`src/rtl/mem_arbiter_if.sv`:
```
// Bundles the fetch port, load/store port and shared bus of the memory arbiter.
// The slave modport is the arbiter's view; master is the core-plus-bridge side.
interface mem_arbiter_if #(
  parameter int ADDR_W = 32,
  parameter int DATA_W = 32
);
  logic              inst_req;
  logic [ADDR_W-1:0] inst_addr;
  logic [DATA_W-1:0] inst_rdata;
  logic              inst_valid;

  logic              data_req;
  logic              data_wr;
  logic [3:0]        data_wstrb;
  logic [ADDR_W-1:0] data_addr;
  logic [DATA_W-1:0] data_wdata;
  logic [DATA_W-1:0] data_rdata;
  logic              data_valid;

  logic              bus_req;
  logic              bus_wr;
  logic [3:0]        bus_wstrb;
  logic [ADDR_W-1:0] bus_addr;
  logic [DATA_W-1:0] bus_wdata;
  logic              bus_addr_ok;
  logic              bus_data_ok;
  logic [DATA_W-1:0] bus_rdata;

  logic              stall;

  modport slave (
    input  inst_req, inst_addr,
    output inst_rdata, inst_valid,
    input  data_req, data_wr, data_wstrb, data_addr, data_wdata,
    output data_rdata, data_valid,
    output bus_req, bus_wr, bus_wstrb, bus_addr, bus_wdata,
    input  bus_addr_ok, bus_data_ok, bus_rdata,
    output stall
  );

  modport master (
    output inst_req, inst_addr,
    input  inst_rdata, inst_valid,
    output data_req, data_wr, data_wstrb, data_addr, data_wdata,
    input  data_rdata, data_valid,
    input  bus_req, bus_wr, bus_wstrb, bus_addr, bus_wdata,
    output bus_addr_ok, bus_data_ok, bus_rdata,
    input  stall
  );
endinterface

```
`src/rtl/mem_arbiter.sv`:
```
// Serialises instruction-fetch and load/store requests onto one SRAM-like bus.
// Define MEM_ARB_FAIR_EN for round-robin on contention; otherwise data always wins.
module mem_arbiter #(
  parameter int ADDR_W = 32,
  parameter int DATA_W = 32
) (
  input  logic         clk,
  input  logic         rst,
  mem_arbiter_if.slave mif
);

  typedef enum logic [1:0] {IDLE, ADDR, WAIT} state_t;

  state_t            state_q, state_d;
  logic              owner_q, owner_d;
  logic              last_owner_q, last_owner_d;
  logic              bus_req_q, bus_req_d;
  logic              bus_wr_q, bus_wr_d;
  logic [3:0]        bus_wstrb_q, bus_wstrb_d;
  logic [ADDR_W-1:0] bus_addr_q, bus_addr_d;
  logic [DATA_W-1:0] bus_wdata_q, bus_wdata_d;
  logic [DATA_W-1:0] inst_rdata_q, inst_rdata_d;
  logic [DATA_W-1:0] data_rdata_q, data_rdata_d;
  logic              done;
  logic              grant_data;

  assign done = (state_q == WAIT) && mif.bus_data_ok;

`ifdef MEM_ARB_FAIR_EN
  // On contention hand the bus to whichever port did not own it last.
  assign grant_data = mif.data_req && (!mif.inst_req || !last_owner_q);
`else
  assign grant_data = mif.data_req;
`endif

  always_comb begin
    state_d      = state_q;
    owner_d      = owner_q;
    last_owner_d = last_owner_q;
    bus_req_d    = bus_req_q;
    bus_wr_d     = bus_wr_q;
    bus_wstrb_d  = bus_wstrb_q;
    bus_addr_d   = bus_addr_q;
    bus_wdata_d  = bus_wdata_q;
    inst_rdata_d = inst_rdata_q;
    data_rdata_d = data_rdata_q;
    case (state_q)
      IDLE: begin
        if (mif.inst_req || mif.data_req) begin
          state_d   = ADDR;
          bus_req_d = 1'b1;
          owner_d   = grant_data;
          if (grant_data) begin
            bus_wr_d    = mif.data_wr;
            bus_wstrb_d = mif.data_wstrb;
            bus_addr_d  = mif.data_addr;
            bus_wdata_d = mif.data_wdata;
          end else begin
            bus_wr_d    = 1'b0;
            bus_wstrb_d = 4'b0000;
            bus_addr_d  = mif.inst_addr;
            bus_wdata_d = '0;
          end
        end
      end
      ADDR: begin
        if (mif.bus_addr_ok) begin
          state_d   = WAIT;
          bus_req_d = 1'b0;
        end
      end
      WAIT: begin
        if (mif.bus_data_ok) begin
          state_d      = IDLE;
          last_owner_d = owner_q;
          if (owner_q) data_rdata_d = mif.bus_rdata;
          else         inst_rdata_d = mif.bus_rdata;
        end
      end
      default: state_d = IDLE;
    endcase
  end

  always_ff @(posedge clk or posedge rst) begin
    if (rst) begin
      state_q      <= IDLE;
      owner_q      <= 1'b0;
      last_owner_q <= 1'b0;
      bus_req_q    <= 1'b0;
      bus_wr_q     <= 1'b0;
      bus_wstrb_q  <= 4'b0000;
      bus_addr_q   <= '0;
      bus_wdata_q  <= '0;
      inst_rdata_q <= '0;
      data_rdata_q <= '0;
    end else begin
      state_q      <= state_d;
      owner_q      <= owner_d;
      last_owner_q <= last_owner_d;
      bus_req_q    <= bus_req_d;
      bus_wr_q     <= bus_wr_d;
      bus_wstrb_q  <= bus_wstrb_d;
      bus_addr_q   <= bus_addr_d;
      bus_wdata_q  <= bus_wdata_d;
      inst_rdata_q <= inst_rdata_d;
      data_rdata_q <= data_rdata_d;
    end
  end

  // Completion is flagged in the same cycle the bus returns data, bypassing the hold register.
  assign mif.inst_valid = done && !owner_q;
  assign mif.data_valid = done && owner_q;
  assign mif.inst_rdata = mif.inst_valid ? mif.bus_rdata : inst_rdata_q;
  assign mif.data_rdata = mif.data_valid ? mif.bus_rdata : data_rdata_q;

  assign mif.bus_req   = bus_req_q;
  assign mif.bus_wr    = bus_wr_q;
  assign mif.bus_wstrb = bus_wstrb_q;
  assign mif.bus_addr  = bus_addr_q;
  assign mif.bus_wdata = bus_wdata_q;

  assign mif.stall = (mif.inst_req && !mif.inst_valid) || (mif.data_req && !mif.data_valid);

endmodule

```
`src/flat_wrapper.sv`:
```
// flat-port wrapper written by rule: the top's interface ports become plain ports
module mem_arbiter_flat 
#(
  parameter int ADDR_W = 32,
  parameter int DATA_W = 32
)
  (clk, rst, mif_inst_req, mif_inst_addr, mif_inst_rdata, mif_inst_valid, mif_data_req, mif_data_wr, mif_data_wstrb, mif_data_addr, mif_data_wdata, mif_data_rdata, mif_data_valid, mif_bus_req, mif_bus_wr, mif_bus_wstrb, mif_bus_addr, mif_bus_wdata, mif_bus_addr_ok, mif_bus_data_ok, mif_bus_rdata, mif_stall);
  mem_arbiter_if #(.ADDR_W(ADDR_W), .DATA_W(DATA_W)) mif_i ();
  input  logic clk;
  input  logic rst;
  input wire logic [$bits(mif_i.inst_req)-1:0] mif_inst_req;
  input wire logic [$bits(mif_i.inst_addr)-1:0] mif_inst_addr;
  output wire logic [$bits(mif_i.inst_rdata)-1:0] mif_inst_rdata;
  output wire logic [$bits(mif_i.inst_valid)-1:0] mif_inst_valid;
  input wire logic [$bits(mif_i.data_req)-1:0] mif_data_req;
  input wire logic [$bits(mif_i.data_wr)-1:0] mif_data_wr;
  input wire logic [$bits(mif_i.data_wstrb)-1:0] mif_data_wstrb;
  input wire logic [$bits(mif_i.data_addr)-1:0] mif_data_addr;
  input wire logic [$bits(mif_i.data_wdata)-1:0] mif_data_wdata;
  output wire logic [$bits(mif_i.data_rdata)-1:0] mif_data_rdata;
  output wire logic [$bits(mif_i.data_valid)-1:0] mif_data_valid;
  output wire logic [$bits(mif_i.bus_req)-1:0] mif_bus_req;
  output wire logic [$bits(mif_i.bus_wr)-1:0] mif_bus_wr;
  output wire logic [$bits(mif_i.bus_wstrb)-1:0] mif_bus_wstrb;
  output wire logic [$bits(mif_i.bus_addr)-1:0] mif_bus_addr;
  output wire logic [$bits(mif_i.bus_wdata)-1:0] mif_bus_wdata;
  input wire logic [$bits(mif_i.bus_addr_ok)-1:0] mif_bus_addr_ok;
  input wire logic [$bits(mif_i.bus_data_ok)-1:0] mif_bus_data_ok;
  input wire logic [$bits(mif_i.bus_rdata)-1:0] mif_bus_rdata;
  output wire logic [$bits(mif_i.stall)-1:0] mif_stall;
  assign mif_i.inst_req = mif_inst_req;
  assign mif_i.inst_addr = mif_inst_addr;
  assign mif_inst_rdata = mif_i.inst_rdata;
  assign mif_inst_valid = mif_i.inst_valid;
  assign mif_i.data_req = mif_data_req;
  assign mif_i.data_wr = mif_data_wr;
  assign mif_i.data_wstrb = mif_data_wstrb;
  assign mif_i.data_addr = mif_data_addr;
  assign mif_i.data_wdata = mif_data_wdata;
  assign mif_data_rdata = mif_i.data_rdata;
  assign mif_data_valid = mif_i.data_valid;
  assign mif_bus_req = mif_i.bus_req;
  assign mif_bus_wr = mif_i.bus_wr;
  assign mif_bus_wstrb = mif_i.bus_wstrb;
  assign mif_bus_addr = mif_i.bus_addr;
  assign mif_bus_wdata = mif_i.bus_wdata;
  assign mif_i.bus_addr_ok = mif_bus_addr_ok;
  assign mif_i.bus_data_ok = mif_bus_data_ok;
  assign mif_i.bus_rdata = mif_bus_rdata;
  assign mif_stall = mif_i.stall;
  mem_arbiter #(.ADDR_W(ADDR_W), .DATA_W(DATA_W)) u_core (.clk(clk), .rst(rst), .mif(mif_i));
endmodule
```
`config.mk`:
```
export PLATFORM = sky130hd
export DESIGN_NAME = mem_arbiter_flat
export DESIGN_NICKNAME = d
export VERILOG_FILES = /design/src/rtl/mem_arbiter_if.sv /design/src/rtl/mem_arbiter.sv /design/src/flat_wrapper.sv
export SDC_FILE = /design/constraint.sdc
export NUM_CORES = 1
export LEC_CHECK = 0
export ABC_CLOCK_PERIOD_IN_PS = 5500
export CORE_ASPECT_RATIO = 1.4
export CORE_MARGIN = 10
export CORE_UTILIZATION = 40
export CTS_CLUSTER_DIAMETER = 150
export CTS_CLUSTER_SIZE = 8
export DETAILED_ROUTE_END_ITERATION = 16
export MAX_ROUTING_LAYER = met4
export PLACE_DENSITY = 0.75
export SYNTH_ARGS = -nofsm -noshare
export SYNTH_HDL_FRONTEND = slang
export SYNTH_SLANG_ARGS = --single-unit
```
`constraint.sdc`:
```
create_clock -name clk -period 5.5 [get_ports clk]
set_input_delay 1.1 -clock clk [delete_from_list [all_inputs] [get_ports clk]]
set_output_delay 1.1 -clock clk [all_outputs]
set_load 0.02 [all_outputs]
```
==> results by group <==
Outcome
  • Outcome: complete, no violations

Detailed routing
  • Vias: 4339
  • Remaining routing DRC violations: 0
  • Routed wire length: 17.62 mm
  • Drt initial violations: 152
  • Vias per inst: 4.953
  • Drt pass-1 iters: 4
  • DR WL/cell: 20.11 um
  • Post-route ant nets: 0

Critical path
  • Worst reg-to-reg path cell count: 3
  • Crit Path Class: primary input to output pin
  • WP data required: 4400 ps
  • Reg2reg start: u_core.state_q[0]
  • Crit path capture: mif_inst_rdata[24]
  • Critical Path Fanout Max: 50
  • R2r endpoint: u_core.inst_rdata_q[30]
  • Crit path arrival time: 3340 ps
  • R2r setup slk: 3440 ps
  • CP Capture Type: output pin
  • Crit path launch type: primary input
  • Critical path origin: mif_bus_data_ok

CTS
  • CTS Buf Count: 17
  • CTS tree: built
  • Number of setup buffers added after CTS: 0
  • Post_cts resized: 0
  • Reg clk slew, reported paths: 60 ps
  • Worst-Skew Late Latency: 410 ps
  • Post-CTS Hold Buffers: 0
  • CTS H-tree depth: 4
  • Root Driver: clkbuf_16
  • # clock sinks: 137
  • CTS Buffer Depth: 2

Synthesis
  • #FFs+latches synth: 137
  • Register area share after synthesis: 56.66%
  • Main flop type after synthesis: dfrtp_1
  • Synth top area share: 56.66%
  • Syn Std Cell Area: 0.006051 mm^2
  • Synth top area cells: dfrtp_1, mux2_2, a22o_1
  • Unique masters post-synth: 21
  • Most frequent cell after synthesis: mux2_2
  • Syn avg cell area: 15.36 um^2
  • Number of flops mapped to enable cells by yosys: 0
  • Post-synth top cells: mux2_2, dfrtp_1, a22o_1
  • Mapped Cells: 394
  • Synth async-reset ratio: 100.0%
  • Ys Warns: 0
  • Largest area contributor in the netlist: dfrtp_1
  • Synthesized net count: 533

Placement
  • GP Congestion: 0.7943
  • Number of port buffers: 275
  • Final HPWL DP: 13.47 mm
  • Placed Area: 0.008922 mm^2
  • Cells after DPL: 841

Finish
  • Final Cell Area: 0.009535 mm^2
  • Fill cells: 1182
  • Share of cells above drive strength 1: 28.05%
  • Final Core Density: 63.91%
  • Register Area: 0.003428 mm^2
  • Nets@finish: 807
  • Non-filler cells, final: 876
  • Area used by multi-input combinational logic: 0.002434 mm^2
  • Synthesis-to-layout area growth: 57.59%

Pwr
  • Clk network pwr share: 20.1%
  • P per Cell Area: 598.2 mW/mm^2
  • Power Internal: 3704 uW
  • PnR Total Power: 5704 uW
  • Switching Share: 35.07%
  • Share of power burned in combinational logic: 49.6%
  • Worst vdd ir: 0.3271 mV
  • Sw Pwr: 2000 uW
  • Flop pwr share: 30.2%
  • LEAKAGE: 0.004043 uW

Floorplan
  • Die area: 0.02052 mm^2
  • Die Height: 165.5 um
  • Row count: 53
  • Core ar.: 0.01492 mm^2
  • Ports: 276
  • Die width: 123.9 um
  • Effective utilization at floorplan: 40.55%

GRT
  • Number of global-route vias before repair: 4865
  • Initial antenna violation count: 0
  • Largest net degree at the start of global routing: 113
  • Total grt overflow: 0
  • Tot GR Track Use: 17.09%
  • First-pass GRT wire length: 26.31 mm

Timing
  • Crit share post-route: 80.80%
  • Hold Vio Cnt, Final: 0
  • Slew @ Worst Pin: 1006 ps
  • Fmax: 0.2250 GHz
  • Final setup viols: 0
  • Clk_skew: 12.39 ps
  • Min Tclk post-route: 4444 ps
  • Setup_tns: 0 ps
  • Final max-slew violation count: 0
  • RSZ-0062 raised after global routing: no
  • Slew HR: 32.93%

Worst hold path
  • Hold WC Path Type: register to register

Flow run
  • Max-cap violations: 0
-- power by group through the flow --
stage                     combinational [uW]  clock [uW]  sequential [uW]
after floorplan                         1280           0             1970
after global placement                  2820           0             1710
after detailed placement                2860           0             1730
after CTS                               2880        1180             1720
after global routing                    2990        1220             1780
final                                   2830        1150             1720
-- layout make-up --
type	instances	share of cell area, %
flip-flops and latches	137	35.95
multi-input cells	226	25.52
clock inverters	11	1.417
diodes	3	0.07873
clock buffers	21	4.934
inverters	4	0.2099
repair buffers	282	29.37
well taps	192	2.519
-- metal layers --
metal  vias to the layer above  part of all wire [%]  global-route usage (%)
li1                       1995                     -                       -
met1                      2161                    38                   17.95
met2                       171                    52                   29.21
met3                        12                   8.4                   6.397
met4                         0                   1.2                   5.142
met5                         -                     0                       -
-- layout by cell type, fill, tap and decap left out, drive strengths merged --
master | Yosys | final
o21ai | 3 | 3
inv | 4 | 8
nand2 | 2 | 2
nand3b | 1 | 1
clkinv | 0 | 3
dfrtp | 137 | 137
a22o | 38 | 38
nand3 | 1 | 1
diode | 0 | 3
nor2b | 1 | 1
and4bb | 1 | 1
clkdlybuf4s50 | 0 | 274
and2 | 1 | 1
clkinvlp | 0 | 2
bufinv | 0 | 2
clkbuf | 1 | 21
a21o | 1 | 1
buf | 26 | 8
nor2 | 1 | 1
nand2b | 1 | 1
mux2 | 175 | 175
-- worst max-delay path: stages --
cell and delay [ps]:
clkdlybuf4s50_1 510, and4bb_4 750, mux2_2 420, clkdlybuf4s50_1 540
-- through the flow --
stage | hold WS (ps) | setup WS, ps
after floorplan | 450.3 | 732.2
after global placement | 463.7 | 1075
after detailed placement | 472.3 | 1045
after CTS | 486.1 | 1035
after global routing | 501.7 | 976.9
final | 482.2 | 1056
-- sequential cells by signal, summed over array words and instances (netlist names) --
signal	cells
u_core.owner_q	1
u_core.state_q	2
u_core.mif.bus_req	1
u_core.mif.bus_addr	32
u_core.mif.bus_wstrb	4
u_core.data_rdata_q	32
u_core.mif.bus_wdata	32
u_core.inst_rdata_q	32
u_core.mif.bus_wr	1
-- how the worst min path moves through the flow --
stage | cells after the start | slack [ps] | endpoint | from
4_1_cts | 1 | 490 | u_core.inst_rdata_q[8] | u_core.inst_rdata_q[8]
2_1_floorplan | 1 | 450 | u_core.inst_rdata_q[8] | u_core.inst_rdata_q[8]
5_1_grt | 1 | 500 | u_core.inst_rdata_q[29] | u_core.inst_rdata_q[29]
3_3_place_gp | 1 | 460 | u_core.inst_rdata_q[8] | u_core.inst_rdata_q[8]
3_5_place_dp | 1 | 470 | u_core.inst_rdata_q[8] | u_core.inst_rdata_q[8]
6_report | 1 | 480 | u_core.inst_rdata_q[8] | u_core.inst_rdata_q[8]
-- cells by family after synthesis --
family / share of synthesized area, %
compound gates: 5.935
buf+inv: 3.308
flops: 56.66
mux: 33.06
simple gates: 1.034
Power figures use the tool's default switching activity.
